### src/rtl/duty_slew_pkg.sv
// rtl/duty_slew_pkg.sv - shared channel state, duty limits and target clamp for duty_slew
package duty_slew_pkg;

    typedef enum logic {
        TRACK = 1'b0,
        DEAD  = 1'b1
    } ch_state_t;

    localparam logic signed [11:0] DUTY_MAX = 12'sd2047;
    localparam logic signed [11:0] DUTY_MIN = -12'sd2047;

    // -2048 has no positive mirror, so it is pulled in to keep the duty range symmetric
    function automatic logic signed [11:0] clamp_duty(input logic signed [11:0] v);
        if (v < DUTY_MIN) begin
            return DUTY_MIN;
        end
        if (v > DUTY_MAX) begin
            return DUTY_MAX;
        end
        return v;
    endfunction

endpackage

### src/rtl/duty_ramp_ch.sv
// rtl/duty_ramp_ch.sv - one wheel channel: clamp, slew toward target, dead time on reversal
module duty_ramp_ch
    import duty_slew_pkg::*;
#(
    parameter int STEP     = 8,
    parameter int DEAD_CYC = 256
) (
    input  logic        clk,
    input  logic        rst_n,
    input  logic        tick,
    input  logic        estop,
    input  logic [11:0] tgt,
    output logic [11:0] duty,
    output logic        settled
);

    ch_state_t          state;
    ch_state_t          state_nxt;
    logic [15:0]        cnt;
    logic [15:0]        cnt_nxt;
    logic [11:0]        duty_nxt;

    logic signed [11:0] tgt_c;
    logic signed [11:0] duty_s;
    logic signed [11:0] eff;
    logic               reversing;
    logic signed [12:0] diff;
    logic signed [12:0] mag;
    logic signed [12:0] step_s;
    logic signed [12:0] delta;
    logic signed [12:0] sum;

    assign tgt_c     = clamp_duty($signed(tgt));
    assign duty_s    = $signed(duty);
    // a reversal must pass through zero first, so aim at zero while signs disagree
    assign reversing = (duty_s != 12'sd0) && (tgt_c != 12'sd0) && (duty_s[11] != tgt_c[11]);
    assign eff       = reversing ? 12'sd0 : tgt_c;
    assign diff      = {eff[11], eff} - {duty_s[11], duty_s};
    assign mag       = diff[12] ? -diff : diff;
    assign step_s    = 13'(STEP);
    assign delta     = (mag > step_s) ? (diff[12] ? -step_s : step_s) : diff;
    assign sum       = {duty_s[11], duty_s} + delta;

    assign settled   = (state == TRACK) && (duty_s == tgt_c);

    // state, dead counter and duty registers
    always_ff @(posedge clk or negedge rst_n) begin
        if (!rst_n) begin
            state <= TRACK;
            cnt   <= 16'd0;
            duty  <= 12'd0;
        end else begin
            state <= state_nxt;
            cnt   <= cnt_nxt;
            duty  <= duty_nxt;
        end
    end

    // next-state: estop wins, DEAD counts down at zero duty, TRACK slews on ticks
    always_comb begin
        state_nxt = state;
        cnt_nxt   = cnt;
        duty_nxt  = duty;
        if (estop) begin
            state_nxt = TRACK;
            cnt_nxt   = 16'd0;
            duty_nxt  = 12'd0;
        end else begin
            case (state)
                TRACK: begin
                    if (tick) begin
                        duty_nxt = sum[11:0];
                        if (reversing && (sum == 13'sd0)) begin
                            state_nxt = DEAD;
                            cnt_nxt   = 16'(DEAD_CYC - 1);
                        end
                    end
                end
                DEAD: begin
                    duty_nxt = 12'd0;
                    if (cnt == 16'd0) begin
                        state_nxt = TRACK;
                    end else begin
                        cnt_nxt = cnt - 16'd1;
                    end
                end
                default: begin
                    state_nxt = TRACK;
                    cnt_nxt   = 16'd0;
                    duty_nxt  = 12'd0;
                end
            endcase
        end
    end

endmodule

### src/rtl/duty_slew.sv
// rtl/duty_slew.sv - two-wheel duty slew limiter with shared ramp prescaler
module duty_slew
    import duty_slew_pkg::*;
#(
    parameter int RAMP_DIV = 64,
    parameter int STEP     = 8,
    parameter int DEAD_CYC = 256
) (
    input  logic        clk,
    input  logic        rst_n,
    input  logic [11:0] lft_tgt,
    input  logic [11:0] rght_tgt,
    input  logic        estop,
    output logic [11:0] lft_duty,
    output logic [11:0] rght_duty,
    output logic        lft_settled,
    output logic        rght_settled
);

    localparam int PW = $clog2(RAMP_DIV);

    logic [PW-1:0] pre;
    logic          tick;

    assign tick = (pre == PW'(RAMP_DIV - 1));

    // shared prescaler, free-running through estop so ramp timing never shifts
    always_ff @(posedge clk or negedge rst_n) begin
        if (!rst_n) begin
            pre <= '0;
        end else if (tick) begin
            pre <= '0;
        end else begin
            pre <= pre + 1'b1;
        end
    end

    duty_ramp_ch #(
        .STEP     (STEP),
        .DEAD_CYC (DEAD_CYC)
    ) u_lft (
        .clk     (clk),
        .rst_n   (rst_n),
        .tick    (tick),
        .estop   (estop),
        .tgt     (lft_tgt),
        .duty    (lft_duty),
        .settled (lft_settled)
    );

    duty_ramp_ch #(
        .STEP     (STEP),
        .DEAD_CYC (DEAD_CYC)
    ) u_rght (
        .clk     (clk),
        .rst_n   (rst_n),
        .tick    (tick),
        .estop   (estop),
        .tgt     (rght_tgt),
        .duty    (rght_duty),
        .settled (rght_settled)
    );

endmodule

### config.mk
export PLATFORM = sky130hd
export DESIGN_NAME = duty_slew
export DESIGN_NICKNAME = d
export VERILOG_FILES = /design/src/rtl/duty_slew_pkg.sv /design/src/rtl/duty_ramp_ch.sv /design/src/rtl/duty_slew.sv
export SDC_FILE = /design/constraint.sdc
export NUM_CORES = 1
export LEC_CHECK = 0
export BUFFER_PORTS_ARGS = -buffer_cell sky130_fd_sc_hd__buf_2
export CORE_ASPECT_RATIO = 1.4
export CORE_UTILIZATION = 38
export DETAILED_ROUTE_END_ITERATION = 6
export PLACE_DENSITY = 0.52
export SYNTH_ARGS = -nofsm -noshare
export SYNTH_HDL_FRONTEND = slang
export SYNTH_SLANG_ARGS = --single-unit
### constraint.sdc
create_clock -name clk -period 11.9 [get_ports clk]
set_input_delay 2.38 -clock clk [delete_from_list [all_inputs] [get_ports clk]]
set_output_delay 2.38 -clock clk [all_outputs]
set_load 0.01 [all_outputs]
==> results.toml <==
[critical_path]
cp_max_fo = 14
crit_arrival_ns = 10.41
r2r_setup_slack_ns = 3.43
critical_path_cell_count = 32
cp_num_buf_inv = 5
reg2reg_depth = 31
worst_path_dominant_cell_family = "compound AO/OA/AOI/OAI gates"
worst_path_max_delay_cell = "and4_1"
reg2reg_from = "u_lft.duty[1]"
required_ns = 12.07
rr_endpoint = "u_lft.cnt[11]"
worstSetupEndpointType = "flop"
timing_worst_setup_path_type = "in2reg"
critPathLaunchType = "input pin"
cpPeakStageDelay_ns = 0.61

[synthesis]
synth_top_area_share_pct = 20.6
synth_top_family_by_area = "compound AO/OA/AOI/OAI gates"
yosys-top-cells-area = "dfrtp_1, ha_1, xnor2_1"
syn-cell-area_sq_um = 7760
synthSimpleGateAreaFrac_pct = 25.5
yosysSeqAreaShare_pct = 20.6
ys_ff_latch = 64
synthMuxAreaShare_pct = 1.50
synth_area_per_cell_sq_um = 7.84
synthFlopType = "dfrtp_1"
synth_fa_ha_area_share_pct = 9.58
ys_types = 89
synth_xor_area_share_pct = 8.45
syn_nets = 1073
async_reset_ff_share_pct = 100
synth_top_area_cell = "dfrtp_1"
synth_compound_area_share_pct = 29.1
ys_warn_count = 0
synth_edf_count = 0
syn_inst = 989

[global_route]
grt_max_degree = 65
grt_overflow = 0
first_global_vias = 7227
track_usage_pct = 22.5
grt_antenna_before_repair = 0
grt_first_pass_wirelength_mm = 36.9

[clocking]
cts_max_path_buffers = 2
cts.sinks = 64
numCtsBuffers = 9
cts_tree = "done"
clk_pin_slew_ns = 0.06
postCtsSetupRepairBufs = 0
cts_resized = 0
htreeDepth = 3
cts_root_buffer = "clkbuf_16"
hold_buffers = 0
clk-insertion-delay-late_ns = 0.34

[placed_design]
place_area_sq_um = 8180
dp.cells = 1258
io_buffers = 52
gp_congestion = 0.822
dp_hpwl_mm = 17.6

[flow_run]
cap_violations = 0

[drt]
drtAntennaViolNets = 0
routedWlPerCell_um = 17.9
drt_iter0_drc = 475
drc = 0
routed_wl_mm = 22.8
via_count = 7449
detailedRoute.firstPassIterationCount = 5
routed_via_density = 5.85

[final_layout]
seqCellArea_sq_um = 1600
drive_above_1_share_pct = 11.3
syn_to_final_growth_pct = 9.40
final_area_sq_um = 8490
nets = 1101
stdcell_count = 1273
final_common_cell = "nand2_1"
n_antenna_cell = 0
layout_common_cells = "nand2_1, a21oi_1, dfrtp_1"
multiInputGateArea_sq_um = 5750
utilization_pct = 42.6
fillers = 2063

[sta]
rsz0062_at_grt = "false"
fin_skew_ns = 0.00658
slew_headroom_pct = 34.8
setup_viol = 0
hold_viol = 0
maxSlewViolCount = 0
tightest_slew_ns = 0.966
max_freq_ghz = 0.0976
finalSetupTns_ns = 0
finalCritPeriodShare_pct = 86.1
min_period_ns = 10.24
holdWs_ns = 0.501

[floorplan]
ios = 53
chipHeight_um = 171
rows = 61
die_x_um = 123
dieArea_sq_um = 21000
start_util_pct = 38.9
fp.coreArea_sq_um = 19900

[hold_path]
holdPathStages = 1
hp-class = "reg2reg"
hold_start = "pre[4]"
holdPathEnd = "pre[4]"

[power]
leakage_uw = 0.00362
power_density_nw_per_um2 = 77.3
ir_worst_vdd_uv = 62.8

[run_status]
status = "completed"
-- cell usage after synthesis, types with 12 or more instances --
cell	count
a21o_1	27
ha_1	53
or4_1	13
or3_1	20
xor2_1	23
dfrtp_1	64
nand3_1	38
a21oi_1	79
nor2_1	63
inv_1	57
and2_1	35
o21ai_0	44
clkbuf_1	26
nor4_1	16
nand2_1	94
nor2b_1	12
nor3_1	35
xnor2_1	50
-- worst max path at each step --
stage / end / startpoint / slack [ns]
floorplan: u_lft.cnt[9] / lft_tgt[0] / 2.93
global placement: u_lft.cnt[13] / lft_tgt[2] / 1.34
detailed placement: u_lft.cnt[15] / lft_tgt[2] / 1.36
CTS: u_lft.cnt[11] / lft_tgt[2] / 1.68
global route: u_lft.cnt[11] / lft_tgt[2] / 1.15
finish: u_lft.cnt[11] / lft_tgt[2] / 1.66
-- per-layer routing --
layer	routed length [um]	track usage, %
met4	789	9.76
met2	12000	42.6
met5	0	0
met3	540	1.73
met1	9410	25.1
-- through the flow --
| step | power [uW] | worst slack [ns] |
|---|---|---|
| 2_1_floorplan | 334 | 2.93 |
| 5_1_grt | 687 | 1.15 |
| 4_1_cts | 664 | 1.68 |
| 3_5_place_dp | 375 | 1.36 |
| 6_report | 656 | 1.66 |
| 3_3_place_gp | 375 | 1.34 |
-- kinds of logic (layout without fill, tap and decap cells) --
logic type | count (synthesis) | in the layout
and+or+nand+nor | 382 | 382
AOI/OAI and AO/OA | 304 | 304
buffers and inverters | 97 | 129
xor gates and xnor gates | 74 | 74
DFF | 64 | 64
adders and majority gates | 57 | 57
muxes | 11 | 11
-- state kept, by name, indices dropped and copies added, names as in the netlist --
name / count
u_lft.state: 1
pre: 6
u_rght.duty: 12
u_lft.cnt: 16
u_rght.state: 1
u_lft.duty: 12
u_rght.cnt: 16
-- cell type report --
cell class / instances / area share [%]
Tap cell: 252 / 3.71
Multi-Input combinational cell: 828 / 67.8
Clock inverter: 6 / 1.00
Clock buffer: 9 / 2.65
Timing Repair Buffer: 56 / 3.42
Inverter: 58 / 2.56
Sequential cell: 64 / 18.9
-- power by group --
| group | total [uW] | switching [uW] | internal [uW] |
|---|---|---|---|
| Sequential | 218 | 0.000329 | 218 |
| Combinational | 155 | 98.9 | 55.8 |
| Clock | 284 | 103 | 181 |
| Total | 656 | 202 | 455 |
No activity file was read; power rests on OpenSTA's default activity.
